$ cat src/rtl/tmr_cap_ctrl.sv
// Input-capture controller: synchronizes a capture pin, detects the selected edges
// and pushes the live counter value into a small FIFO with overflow and IRQ flags.
module tmr_cap_ctrl #(
  parameter int DATA_WIDTH = 32,
  parameter int FIFO_DEPTH = 4
) (
  input  logic                          clk_i,
  input  logic                          rst_n_i,
  input  logic                          en_i,
  input  logic [1:0]                    edge_sel_i,
  input  logic                          clr_i,
  input  logic                          capch_i,
  input  logic [DATA_WIDTH-1:0]         cnt_i,
  output logic [DATA_WIDTH-1:0]         cap_data_o,
  output logic                          cap_valid_o,
  input  logic                          cap_ready_i,
  output logic [$clog2(FIFO_DEPTH):0]   fifo_cnt_o,
  output logic                          ovf_o,
  input  logic                          irq_en_i,
  output logic                          irq_o
);

  localparam int AW = $clog2(FIFO_DEPTH);
  localparam int CW = AW + 1;

  typedef enum logic [1:0] {
    SEL_RISE = 2'b00,
    SEL_FALL = 2'b01,
    SEL_BOTH = 2'b10,
    SEL_NONE = 2'b11
  } edge_sel_e;

  logic          s0_q, s0_d;
  logic          s1_q, s1_d;
  logic          p_q, p_d;
  logic [AW-1:0] wr_ptr_q, wr_ptr_d;
  logic [AW-1:0] rd_ptr_q, rd_ptr_d;
  logic [CW-1:0] cnt_q, cnt_d;
  logic          ovf_q, ovf_d;
  logic          irq_q, irq_d;

  logic [DATA_WIDTH-1:0] mem_q [FIFO_DEPTH];

  logic rise, fall, sel_hit, ev, pop, full, wr_en, rd_en;

  // Synchronizer and edge-history flop run regardless of en_i so that enabling
  // capture never sees a stale level difference as an edge.
  always_comb begin
    s0_d = capch_i;
    s1_d = s0_q;
    p_d  = s1_q;
  end

  always_comb begin
    rise    = s1_q & ~p_q;
    fall    = ~s1_q & p_q;
    sel_hit = 1'b0;
    case (edge_sel_e'(edge_sel_i))
      SEL_RISE: sel_hit = rise;
      SEL_FALL: sel_hit = fall;
      SEL_BOTH: sel_hit = rise | fall;
      default:  sel_hit = 1'b0;
    endcase
    ev = en_i & sel_hit;
  end

  always_comb begin
    cap_valid_o = (cnt_q != '0);
    full        = (cnt_q == CW'(FIFO_DEPTH));
    pop         = cap_valid_o & cap_ready_i;
    // A full FIFO still accepts a push when the head leaves in the same cycle.
    wr_en       = ev & ~clr_i & (~full | pop);
    rd_en       = pop & ~clr_i;
  end

  always_comb begin
    wr_ptr_d = wr_ptr_q;
    rd_ptr_d = rd_ptr_q;
    cnt_d    = cnt_q;
    ovf_d    = ovf_q;
    irq_d    = irq_en_i & (cap_valid_o | ovf_q);
    if (clr_i) begin
      wr_ptr_d = '0;
      rd_ptr_d = '0;
      cnt_d    = '0;
      ovf_d    = 1'b0;
    end else begin
      if (wr_en) wr_ptr_d = wr_ptr_q + AW'(1);
      if (rd_en) rd_ptr_d = rd_ptr_q + AW'(1);
      case ({wr_en, rd_en})
        2'b10:   cnt_d = cnt_q + CW'(1);
        2'b01:   cnt_d = cnt_q - CW'(1);
        default: cnt_d = cnt_q;
      endcase
      if (ev & full & ~pop) ovf_d = 1'b1;
    end
  end

  always_ff @(posedge clk_i or negedge rst_n_i) begin
    if (!rst_n_i) begin
      s0_q     <= 1'b0;
      s1_q     <= 1'b0;
      p_q      <= 1'b0;
      wr_ptr_q <= '0;
      rd_ptr_q <= '0;
      cnt_q    <= '0;
      ovf_q    <= 1'b0;
      irq_q    <= 1'b0;
    end else begin
      s0_q     <= s0_d;
      s1_q     <= s1_d;
      p_q      <= p_d;
      wr_ptr_q <= wr_ptr_d;
      rd_ptr_q <= rd_ptr_d;
      cnt_q    <= cnt_d;
      ovf_q    <= ovf_d;
      irq_q    <= irq_d;
    end
  end

  // Storage is not reset; occupancy alone decides what is valid.
  always_ff @(posedge clk_i) begin
    if (wr_en) mem_q[wr_ptr_q] <= cnt_i;
  end

  assign cap_data_o = mem_q[rd_ptr_q];
  assign fifo_cnt_o = cnt_q;
  assign ovf_o      = ovf_q;
  assign irq_o      = irq_q;

endmodule

$ cat config.mk
export PLATFORM = sky130hd
export DESIGN_NAME = tmr_cap_ctrl
export DESIGN_NICKNAME = d
export VERILOG_FILES = /design/src/rtl/tmr_cap_ctrl.sv
export SDC_FILE = /design/constraint.sdc
export NUM_CORES = 1
export LEC_CHECK = 0
export BUFFER_PORTS_ARGS = -buffer_cell sky130_fd_sc_hd__buf_4
export CORE_MARGIN = 2
export CORE_UTILIZATION = 50
export DETAILED_ROUTE_END_ITERATION = 7
export HOLD_SLACK_MARGIN = 0.03
export PLACE_DENSITY = 0.74
export SLEW_MARGIN = 20
export SYNTH_ARGS = -nofsm -noshare
export SYNTH_HDL_FRONTEND = slang
export SYNTH_SLANG_ARGS = --single-unit
$ cat constraint.sdc
create_clock -name clk_i -period 4.1 [get_ports clk_i]
set_input_delay 0.205 -clock clk_i [delete_from_list [all_inputs] [get_ports clk_i]]
set_output_delay 0.205 -clock clk_i [all_outputs]
set_load 0.02 [all_outputs]
# [Word-level counts from Yosys, hierarchy flattened]
# Memory sizes are Yosys's and may differ from the RTL's.
# Index checks and enable logic that the tools add are counted.
[totals] ram_bits=128 memories=1 word_cells=53 out_inout_bits=38 ff_bits=12
[memory_table] name="mem_q" depth=4 width=32 read_ports=1 rd_ports_with_merged_regs=0 wr=1 line="42" source="logic [DATA_WIDTH-1:0] mem_q [FIFO_DEPTH];"
[op_classes] bitwise_logic=18 n_mux=11 add_sub_neg=4 n_reduce_logical=6 n_eq_ne=5
[ops] cell="1-bit bitwise AND" count=10
[ops] cell="2-bit two-way mux" count=4
[ops] cell="3-bit one-hot mux with 2 select lines" count=1
[ops] cell="2-bit nonzero test" count=3
[ops] cell="3-bit nonzero test" count=2
[ops] cell="1-bit inverter" count=5
[ops] cell="2-bit by 1-bit adder with 2-bit output, second input constant" count=2
[ops] cell="2-bit by 1-bit == test with 1-bit output, second input constant" count=2
[ops] cell="2-bit == test, second input constant" count=2
[ops] cell="1-bit two-way mux" count=4
[ops] cell="3-bit by 1-bit adder with 3-bit output, second input constant" count=1
[ops] cell="3-bit == test, second input constant" count=1
[ops] cell="3-bit two-way mux" count=1
[ops] cell="1-bit bitwise OR" count=3
[ops] cell="1-bit one-hot mux with 3 select lines" count=1
[ops] cell="3-bit by 1-bit subtractor with 3-bit output, second input constant" count=1
[ops] cell="2-bit zero test" count=1

# [Longest topological paths before layout]
[logic_depth] depth_word=10 depth_mapped=11

# [Worst setup path before layout]
# No wires, ideal clock.
[synth_timing] kind="register to register" from="register p_q" to="memory mem_q[0][0] (enable)" setup_ns=0.468 n_path_buf=0 path_slack_ns=0.003 period_less_slack_ns=4.097 stages_incl_launch_ff=8 t_arrival_ns=3.630 path_cell_list="dfrtp_1 -> inv_1 -> ha_1 -> nor2b_4 -> o211ai_4 -> nand2_1 -> nand2b_1 -> nor3b_1"
[synth_via] elab_chain_cells=9 word_cells_on_any_way=10 classes_between="3 x mux; 7 x bitwise"
[synth_rtl] item="from (decl)" line="35" source="logic p_q, p_d;"
[synth_rtl] item="from (signal assigned)" line="112" source="p_q <= p_d;"
[synth_rtl] item="1-bit inverter" line="55" source="rise = s1_q & ~p_q;"
[synth_rtl] item="1-bit bitwise AND" line="55"
[synth_rtl] item="1-bit bitwise OR" line="61" source="SEL_BOTH: sel_hit = rise | fall;"
[synth_rtl] item="1-bit one-hot mux with 3 select lines (*)" line="58" source="case (edge_sel_e'(edge_sel_i))"
[synth_rtl] item="1-bit bitwise AND (*)" line="64" source="ev = en_i & sel_hit;"
[synth_rtl] item="1-bit bitwise AND (*) (2 in series)" line="72" source="wr_en = ev & ~clr_i & (~full | pop);"
[synth_rtl] item="1-bit two-way mux (*)" line="123" source="if (wr_en) mem_q[wr_ptr_q] <= cnt_i;"
[synth_rtl] item="1-bit two-way mux (not written as such) (*)" line="123"
[synth_rtl] item="to (decl)" line="42"
# Mark *: on every way between the ends. The rest lies on a longest branch, timed or not.

# [Worst setup path in the final report]
[layout_timing] from="register rd_ptr_q[0]" to="output cap_data_o[20]"
[layout_via] elab_chain_cells=1
[layout_rtl] item="from (decl)" line="37" source="logic [AW-1:0] rd_ptr_q, rd_ptr_d;"
[layout_rtl] item="from (signal assigned)" line="114" source="rd_ptr_q <= rd_ptr_d;"
[layout_rtl] item="memory 4 x 32 bit"
[layout_rtl] item="to (decl)" line="14" source="output logic [DATA_WIDTH-1:0] cap_data_o,"
# No other way between the ends.

==> flow_metrics.tcl <==
set metrics [dict create \
    status "finished clean" \
    synth_area_leaders "edfxtp_1 71%, mux4_2 13%, dfrtp_1 5.6%" \
    grt_max_degree 27 \
    rsz0062_at_grt "no" \
    ys.flop_type "edfxtp_1" \
    drc 0 \
    synth_fp_nets 296 \
    cts_buffer_depth 2 \
    fin_setup_tns_ns 0 \
    numClockSinks 140 \
    max_freq_mhz 365 \
    routedWlPerCell_um 19.3 \
    instances_no_fill 530 \
    fin_crit_ns 2.74 \
    dp.cells 462 \
    ys_async_sr_fraction_pct 8.57 \
    cts_tree "done" \
    ys_ff_latch 140 \
    gr-max-usage-layer "met2" \
    p_per_area_nw_per_um2 476 \
    syn_inst 248 \
    port_buffers 78 \
    final-hold-violation-count 0 \
    final_common_cell "edfxtp_1" \
    yosysUniqueCellTypes 40 \
    gp_congestion 0.913 \
    ant_nets 0 \
    clk_pin_slew_ns 0.06 \
    hpwl_um 6070 \
    irDropWorstVdd_uv 283 \
    syn_area_per_cell_um2 21.8 \
    grt.met1_usage_pct 26.2 \
    grt-ovfl-total 0 \
    fin_util_pct 68.4 \
    synth_top_area_cell "edfxtp_1" \
    grt_pass1_wl_um 16100 \
    critical_path_class "flip-flop to output port" \
    path_cells "buf_4 -> mux4_2 -> buf_4" \
    die_area_um2 11700 \
    hold_class "input port to async pin" \
    ctsResizeCount 0 \
    total_power_uw 3390 \
    synth-edff-count 128 \
    total_leakage_power_uw 0.00252 \
    antenna_found_initial 0 \
    drive_gt1_share_pct 41.6 \
    grt_pass1_vias 2998 \
    synth.cell_area_um2 5410 \
    area_growth_pct 31.8 \
    synth_top_area_share_pct 71.1 \
    fin_skew_ns 0.0132 \
    h-tree-depth 4 \
    maxSlewHeadroom_pct 44.7 \
    use_met3_pct 5.79 \
    drv_cap 0 \
    dr.pass1.iters 4 \
    worst_pin_slew_ns 0.829 \
    ys_seq_area_share_pct 76.6 \
    die_w_um 108 \
    crit_path_frequent_cell "buf_4" \
    critPathCaptureType "output port" \
    die_h_um 108 \
    fin_hold_ws_ns 0.0743 \
    yosysWarnings 0 \
    finalCritPeriodShare_pct 66.8 \
    viasPerCell 5.35 \
    io_pins 79 \
    drt_iter0_drc 191 \
    insertion_delay_ns 0.51 \
    grtUsageMet2_pct 31.0 \
    routed_wl_um 10300 \
    setup_viol 0 \
    crit_fanout 25 \
    final_cell_mix "128 x edfxtp_1, 88 x buf_4, 36 x dlygate4sd3_1, 32 x mux4_2, 16 x clkbuf_16" \
    core_area_um2 10400 \
    critPathArrivalTime_ns 2.53 \
    start_util_pct 51.9 \
    antenna_cells 0 \
    cts_buffers 17 \
    crit_required_ns 3.89 \
    finalMaxSlewViolations 0 \
    startpoint_type "flip-flop" \
    grt_use_total_pct 19.3 \
    cp_slowest_stage_delay_ns 0.91 \
    cts_root_buf "clkbuf_8" \
    crit_slowest_cell "dfrtp_2" \
    nets 429 \
    vias 2836 \
    placementRows 37 \
]
## per-stage QoR
step / setup slack [ns] / area, um^2
after floorplan: 0.00259 / 5410
after global placement: 1.77 / 6200
after detailed placement: 1.66 / 6200
after CTS: 1.27 / 7130
after global routing: 1.13 / 7130
final: 1.36 / 7130
## flip-flops by register name (all words and copies together), names as in the netlist
register	cells
mem_q	128
fifo_cnt_o	3
rd_ptr_q	2
wr_ptr_q	2
irq_o	1
ovf_o	1
p_d	1
p_q	1
s0_q	1
## cell type report
cell class | count | area [um^2]
fill | 692 | 3290
inverter | 6 | 22.5
timing repair buffer | 124 | 1020
clock inverter | 15 | 148
tap | 136 | 170
clock buffer | 17 | 414
sequential | 140 | 4150
multi-input combinational | 92 | 1200
## critical path: cells and delay by family, from the launching register on
family | cells | cell delay, ns
buffers and inverters | 2 | 0.55
flip-flops | 1 | 0.91
multiplexers | 1 | 0.55
## per-layer routing
metal	vias to the layer above	part of all wire, %	routed length (um)
li1	1284	-	-
met1	1447	42	4330
met2	101	51	5270
met3	4	6.0	618
met4	0	0.37	38
met5	-	0	0
## logic make-up (layout without fill, tap and decap cells)
logic type	Yosys count	in the layout	share of synthesized area (%)
AND/OR/NAND/NOR	34	34	3.75
buffers and inverters	16	162	1.43
flip-flops	140	140	76.6
AO/OA/AOI/OAI	13	13	2.04
adder cells (fa/ha/maj)	7	7	1.76
XOR/XNOR	3	3	0.486
multiplexers	35	35	13.9
## power by group
part	total, uW	switching [uW]	internal, uW	leakage [uW]
combinational	344	159	185	0.000944
clock	1440	613	823	0.000269
sequential	1610	33.1	1580	0.00131
## cells in the mapped netlist, types with 2 or more instances
cell type / count
a21oi_1: 3
nand3_1: 2
edfxtp_1: 128
ha_1: 6
dfrtp_1: 12
nor3b_1: 4
buf_2: 5
nand2_1: 6
clkbuf_1: 2
mux2i_1: 3
inv_1: 6
xor2_1: 2
mux4_2: 32
nor2_1: 7
buf_4: 3
nand2b_1: 3
## what timing repair did
item | CTS | global route
setup buffers | 0 | 0
hold buffers | 36 | 0
endpoints found under the hold margin | 148 | 0
endpoints found under the setup margin | 0 | 0
## path summary, 6_finish.rpt
kind                                           start                        end  slack (ns)  depth (start not counted)
min                                          rst_n_i             s0_q$_DFF_PN0_        0.07                          2
max in group asynchronous                    rst_n_i    rd_ptr_q[0]$_DFFE_PN0P_        3.85                          2
min reg2reg                           s0_q$_DFF_PN0_              p_d$_DFF_PN0_        0.36                          0
max reg2reg                fifo_cnt_o[0]$_DFFE_PN0P_  fifo_cnt_o[2]$_DFFE_PN0P_        1.61                          9
max                          rd_ptr_q[0]$_DFFE_PN0P_             cap_data_o[20]        1.36                          3
min in group clk_i                       cap_ready_i    rd_ptr_q[1]$_DFFE_PN0P_        0.09                          4
Note: power is estimated with default switching activity, not from simulation.
